===== config.mk =====
export PLATFORM = sky130hd
export DESIGN_NAME = ball_physics_engine
export DESIGN_NICKNAME = d
export VERILOG_FILES = /design/src/rtl/ball_physics_engine.sv
export SDC_FILE = /design/constraint.sdc
export NUM_CORES = 1
export LEC_CHECK = 0
export BUFFER_PORTS_ARGS = -buffer_cell sky130_fd_sc_hd__buf_4
export CORE_ASPECT_RATIO = 0.9
export CORE_UTILIZATION = 35
export DETAILED_ROUTE_END_ITERATION = 10
export MAX_ROUTING_LAYER = met4
export PLACE_DENSITY_LB_ADDON = 0.25
export SYNTH_ARGS = -nofsm -noshare
export SYNTH_HDL_FRONTEND = slang
export SYNTH_SLANG_ARGS = --single-unit
export TNS_END_PERCENT = 50

===== constraint.sdc =====
create_clock -name clk -period 12.7 [get_ports clk]
set_input_delay 1.27 -clock clk [delete_from_list [all_inputs] [get_ports clk]]
set_output_delay 1.27 -clock clk [all_outputs]
set_load 0.01 [all_outputs]

===== src/rtl/ball_physics_engine.sv =====
// Vertical ball-motion engine: fixed-point position/velocity integration
// under gravity, with floor/ceiling restitution, a paddle that drives a
// rising ball back down, and rest detection at the floor that ends the game.
module ball_physics_engine #(
  parameter int Y_W      = 9,
  parameter int MAX_Y    = 309,
  parameter int MIN_Y    = 5,
  parameter int FRAC     = 4,
  parameter int V_W      = 12,
  parameter int GRAV     = 2,
  parameter int V_REST   = 8,
  parameter int TICK_DIV = 219089
) (
  input  logic           clk,
  input  logic           rst,
  input  logic           launch,
  input  logic [Y_W-1:0] home,
  input  logic [1:0]     k,
  input  logic [Y_W-1:0] paddle_y,
  input  logic [7:0]     paddle_v,
  output logic [Y_W-1:0] pos_y,
  output logic [V_W-1:0] vel,
  output logic [1:0]     state,
  output logic           bounce_pulse,
  output logic           rest_pulse,
  output logic           over_flag
);

  // Stored position width, signed working width for the position step,
  // and the width used for the restitution product.
  localparam int P_W   = Y_W + FRAC;
  localparam int S_W   = Y_W + FRAC + 2;
  localparam int M_W   = V_W + 3;
  localparam int CNT_W = (TICK_DIV > 1) ? $clog2(TICK_DIV) : 1;

  localparam logic signed [S_W-1:0] FLOOR_P = S_W'(MAX_Y << FRAC);
  localparam logic signed [S_W-1:0] CEIL_P  = S_W'(MIN_Y << FRAC);
  localparam logic signed [V_W:0]   GRAV_E  = (V_W+1)'(GRAV);
  localparam logic signed [V_W:0]   V_MAX   = (V_W+1)'((1 << (V_W-1)) - 1);
  localparam logic [M_W-1:0]        REST_M  = M_W'(V_REST);
  localparam logic [CNT_W-1:0]      CNT_END = CNT_W'(TICK_DIV - 1);

  typedef enum logic [1:0] {
    ST_IDLE = 2'b00,
    ST_FALL = 2'b01,
    ST_RISE = 2'b10,
    ST_OVER = 2'b11
  } state_t;

  logic [CNT_W-1:0]      cnt_r;
  logic                  tick_s;

  state_t                state_r, state_nxt;
  logic [P_W-1:0]        pos_r, pos_nxt;
  logic signed [V_W-1:0] vel_r, vel_nxt;
  logic                  over_r, over_nxt;
  logic                  bounce_r, bounce_nxt;
  logic                  rest_r, rest_nxt;

  logic [Y_W-1:0]        home_cl_s;
  logic signed [S_W-1:0] pos_ext_s;
  logic signed [S_W-1:0] vel_ext_s;
  logic signed [S_W-1:0] p_next_s;
  logic signed [S_W-1:0] paddle_p_s;
  logic signed [V_W:0]   v_sum_s;
  logic signed [V_W-1:0] v_next_s;
  logic [M_W-1:0]        vel_sx_s;
  logic [M_W-1:0]        vel_mag_s;
  logic [2:0]            k_fact_s;
  logic [M_W-1:0]        prod_s;
  logic [M_W-1:0]        r_s;
  logic [V_W-1:0]        r_v_s;
  logic [V_W-1:0]        paddle_vel_s;
  logic                  vel_pos_s, vel_neg_s;
  logic                  hit_floor_s, hit_paddle_s, hit_ceil_s, rest_s;

  // Physics tick divider; launch restarts the tick phase.
  always_ff @(posedge clk) begin
    if (rst || launch) begin
      cnt_r <= {CNT_W{1'b0}};
    end else if (tick_s) begin
      cnt_r <= {CNT_W{1'b0}};
    end else begin
      cnt_r <= cnt_r + CNT_W'(1);
    end
  end

  assign tick_s = (cnt_r == CNT_END);

  // Serve position: home row clamped into the playfield.
  always_comb begin
    if (home < Y_W'(MIN_Y)) begin
      home_cl_s = Y_W'(MIN_Y);
    end else if (home > Y_W'(MAX_Y)) begin
      home_cl_s = Y_W'(MAX_Y);
    end else begin
      home_cl_s = home;
    end
  end

  // Candidate next position/velocity and the boundary hit tests.
  always_comb begin
    pos_ext_s    = $signed({2'b00, pos_r});
    vel_ext_s    = {{(S_W-V_W){vel_r[V_W-1]}}, vel_r};
    p_next_s     = pos_ext_s + vel_ext_s;
    v_sum_s      = $signed({vel_r[V_W-1], vel_r}) + GRAV_E;
    if (v_sum_s > V_MAX) begin
      v_next_s = V_MAX[V_W-1:0];
    end else begin
      v_next_s = v_sum_s[V_W-1:0];
    end
    // Restitution uses the speed magnitude, so one product serves floor and ceiling.
    vel_sx_s     = {{(M_W-V_W){vel_r[V_W-1]}}, vel_r};
    if (vel_r[V_W-1]) begin
      vel_mag_s = {M_W{1'b0}} - vel_sx_s;
    end else begin
      vel_mag_s = vel_sx_s;
    end
    k_fact_s     = {1'b0, k} + 3'd4;
    prod_s       = vel_mag_s * {{(M_W-3){1'b0}}, k_fact_s};
    r_s          = prod_s >> 3'd3;
    r_v_s        = r_s[V_W-1:0];
    rest_s       = (r_s < REST_M);
    paddle_p_s   = $signed({2'b00, paddle_y, {FRAC{1'b0}}});
    paddle_vel_s = V_W'({paddle_v, {(FRAC-1){1'b0}}});
    vel_neg_s    = vel_r[V_W-1];
    vel_pos_s    = !vel_r[V_W-1] && (vel_r != {V_W{1'b0}});
    hit_floor_s  = vel_pos_s && (p_next_s >= FLOOR_P);
    hit_paddle_s = (paddle_y != {Y_W{1'b0}}) && vel_neg_s &&
                   (pos_ext_s >= paddle_p_s) && (p_next_s < paddle_p_s);
    hit_ceil_s   = vel_neg_s && (p_next_s <= CEIL_P);
  end

  // Next-state logic: launch, then per-tick motion in FALL/RISE; otherwise hold.
  always_comb begin
    state_nxt  = state_r;
    pos_nxt    = pos_r;
    vel_nxt    = vel_r;
    over_nxt   = over_r;
    bounce_nxt = 1'b0;
    rest_nxt   = 1'b0;
    if (launch) begin
      pos_nxt   = {home_cl_s, {FRAC{1'b0}}};
      vel_nxt   = {V_W{1'b0}};
      state_nxt = ST_FALL;
      over_nxt  = 1'b0;
    end else if (tick_s) begin
      case (state_r)
        ST_FALL, ST_RISE: begin
          if (hit_floor_s) begin
            pos_nxt = FLOOR_P[P_W-1:0];
            if (rest_s) begin
              vel_nxt   = {V_W{1'b0}};
              state_nxt = ST_OVER;
              over_nxt  = 1'b1;
              rest_nxt  = 1'b1;
            end else begin
              vel_nxt    = {V_W{1'b0}} - r_v_s;
              state_nxt  = ST_RISE;
              bounce_nxt = 1'b1;
            end
          end else if (hit_paddle_s) begin
            pos_nxt   = paddle_p_s[P_W-1:0];
            vel_nxt   = paddle_vel_s;
            state_nxt = ST_FALL;
          end else if (hit_ceil_s) begin
            pos_nxt    = CEIL_P[P_W-1:0];
            vel_nxt    = r_v_s;
            state_nxt  = ST_FALL;
            bounce_nxt = 1'b1;
          end else begin
            pos_nxt   = p_next_s[P_W-1:0];
            vel_nxt   = v_next_s;
            state_nxt = v_next_s[V_W-1] ? ST_RISE : ST_FALL;
          end
        end
        default: begin
          state_nxt = state_r;
        end
      endcase
    end else begin
      state_nxt = state_r;
    end
  end

  // Game state and output registers.
  always_ff @(posedge clk) begin
    if (rst) begin
      state_r  <= ST_IDLE;
      pos_r    <= {P_W{1'b0}};
      vel_r    <= {V_W{1'b0}};
      over_r   <= 1'b0;
      bounce_r <= 1'b0;
      rest_r   <= 1'b0;
    end else begin
      state_r  <= state_nxt;
      pos_r    <= pos_nxt;
      vel_r    <= vel_nxt;
      over_r   <= over_nxt;
      bounce_r <= bounce_nxt;
      rest_r   <= rest_nxt;
    end
  end

  assign pos_y        = pos_r[P_W-1:FRAC];
  assign vel          = vel_r;
  assign state        = state_r;
  assign bounce_pulse = bounce_r;
  assign rest_pulse   = rest_r;
  assign over_flag    = over_r;

endmodule


==> reports/qor.txt <==
post-cts hold buffer count: 0
Top Ports: 57
vias in the first global route: 4904
Post-Syn Area per Cell: 7.64 µm²
Yosys reg bits: 48
Mapped Area: 0.00570 mm²
initial antenna violation count: 0
max cap viols: 0
Max rail drop VDD: 0.0499 mV
dominant synthesized flop cell: dfxtp_1
commonest cells after routing, fill and taps aside: nor2_1 (66), buf_4 (62), inv_1 (59)
Core Area: 0.0157 mm²
RSZ-0062 raised after global routing: no
Post-CTS Setup Bufs: 0
via/cell ratio: 5.64
row count: 43
most common cell after layout, fill and taps aside: nor2_1
wire per inst: 16.3 µm
Resized cells post-CTS: 0
Synth warnings: 0
critical path arrival: 5920 ps
R2R cell count: 21
sequential-to-total area share from yosys stat: 16.9%
crit-path max FO: 13
ranking of synthesized cells by area: dfxtp_1 (17%), ha_1 (11%), fa_1 (4.9%)
CTS tree: done
asr flop ratio synth: 0%
H-tree depth: 2
first-pass GRT wire length: 25700 µm
Post-synth EDFFs: 0
Root Buffer: clkbuf_16
FILL cells: 1616
Hold Crit Depth: 2
Fin Hold WS: 450 ps
CTS Buf Count: 5
CTS sink count: 48
total wire length: 15900 µm
Worst Skew: 8.75 ps
Die Y: 123 µm
worst slack, placed: 7010 ps
share of post-route cells with drive strength above 1: 12.4%
clock latency at the later pin of the worst-skew pair: 300 ps
area of the multi-input gates: 0.00432 mm²
outcome: finished clean
Final HPWL DP: 12500 µm
largest area contributor in the netlist: dfxtp_1
period utilization: 45.3%
DRT Pass-1 Iters: 5
Power Dens Cells: 55.5 mW/mm²
r2r startpoint: vel[1]
distinct cell type count after synthesis: 81
register area: 961 µm²
ANT nets after route: 0
Final GP Congestion: 0.899
clock buffer depth: 2
fin nets: 869
Final setup viols: 0
setup ws final: 6950 ps
power after layout: 0.000353 W
max_slew headroom: 42.0%
Die Footprint: 0.0168 mm²
Die X: 137 µm
Pins Over Slew Limit: 0
Worst Setup End Kind: flop
hold path start: over_flag
total grt overflow: 0
Total GRT Usage: 20.0%
Worst Setup SP: vel[1]
worst hold path class: flop to flop
residual DRC count: 0
Initial Util: 36.4%
Critical Path Start Type: flop
setup TNS: 0 ps
Synth top area share: 16.9%
crit path time final: 5750 ps
Starting DRT DRC Count: 458
Max Fclk: 174 MHz
Worst Path Required: 12870 ps
Worst Setup Path Type: flop to flop
CTS clk-pin slew, worst paths: 70 ps
Area Growth Syn to Fin: 11.7%
Fin. Hold Viols: 0
worst slew pin tran: 867 ps
Post-Syn Instances: 746
IO buf count: 56
n_diodes: 0
largest net degree at the start of global routing: 26
P_leak: 2.87 nW
routed vias: 5508
[worst max-delay path: stages (launching register included)]
cell and delay, ps:
dfxtp_1 440, inv_1 240, ha_1 210, nand2b_1 70
or4_1 440, nor2_1 180, inv_1 70, o21ai_0 190
xnor2_1 190, nand2_1 100, fa_1 490, inv_1 40
ha_1 360, a21oi_1 250, o211ai_1 150, o21ai_2 190
xnor2_1 170, or2_1 300, or4_4 550, o31a_1 530
a221oi_1 380, a211oi_1 90
[synthesized netlist by cell type, types with 5 or more instances]
| library cell | count |
|---|---|
| a211o_1 | 5 |
| a211oi_1 | 7 |
| a21o_1 | 12 |
| a21oi_1 | 48 |
| a221oi_2 | 6 |
| a311o_1 | 6 |
| a31oi_1 | 5 |
| and2_1 | 6 |
| and3_1 | 12 |
| buf_2 | 5 |
| buf_4 | 11 |
| clkbuf_1 | 23 |
| dfxtp_1 | 48 |
| fa_1 | 14 |
| ha_1 | 50 |
| inv_1 | 59 |
| mux2i_1 | 7 |
| nand2_1 | 58 |
| nand2b_1 | 10 |
| nand3_1 | 31 |
| nand4_1 | 10 |
| nor2_1 | 66 |
| nor2b_1 | 8 |
| nor3_1 | 22 |
| nor4_1 | 6 |
| o211ai_1 | 10 |
| o21ai_0 | 37 |
| or3_1 | 5 |
| or4_1 | 5 |
| xnor2_1 | 25 |
| xor2_1 | 31 |
[through the flow]
step | util (%) | std cells | area (µm²)
final | 40.7 | 977 | 6370
after CTS | 40.7 | 977 | 6370
after global routing | 40.7 | 977 | 6370
after global placement | 39.7 | 969 | 6220
after detailed placement | 39.7 | 969 | 6220
after floorplan | - | 747 | 5710
[path summary, 6_finish.rpt]
check                           slack (ps)         to
worst max-delay path                  6950     vel[1]
worst min-delay path                   450  over_flag
worst max register to register        6950     vel[1]
worst min register to register         450  over_flag
[layout make-up]
class | count | share of cell area, %
clock inverters | 2 | 0.216
repair buffers | 62 | 7.31
well taps | 202 | 3.97
clock buffers | 6 | 2.18
inverters | 59 | 3.48
multi-input cells | 598 | 67.8
flip-flops and latches | 48 | 15.1
[sequential cells by signal, indices dropped and copies added, names as in the netlist]
name / count
over_flag: 1
cnt_r: 18
bounce_pulse: 1
rest_pulse: 1
pos_r: 13
state: 2
vel: 12
[metal layers]
layer / up-vias / global-route usage [%] / wire length, µm
li1: 2751 / - / -
met1: 2618 / 29.3 / 8190
met2: 124 / 29.1 / 6790
met3: 15 / 2.62 / 720
met4: 0 / 3.61 / 204
met5: - / - / 0
[report_power, final]
group / total, W / switching (W) / internal [W]
Combinational: 0.0000569 / 0.0000317 / 0.0000253
Clock: 0.000140 / 0.0000614 / 0.0000789
Sequential: 0.000156 / 0.00000340 / 0.000153
[cells by family (layout without fill, tap and decap cells)]
| kind of cell | after synthesis | in the layout | share of synthesized area (%) |
|---|---|---|---|
| AO/OA/AOI/OAI | 199 | 199 | 25.2 |
| XOR/XNOR | 56 | 56 | 8.60 |
| adder cells (fa/ha/maj) | 64 | 64 | 15.9 |
| buffers and inverters | 101 | 129 | 7.48 |
| flip-flops | 48 | 48 | 16.9 |
| multiplexers | 8 | 8 | 1.62 |
| other | 2 | 3 | 0.132 |
| AND/OR/NAND/NOR | 268 | 268 | 24.2 |
No activity file was read; power rests on OpenSTA's default activity.
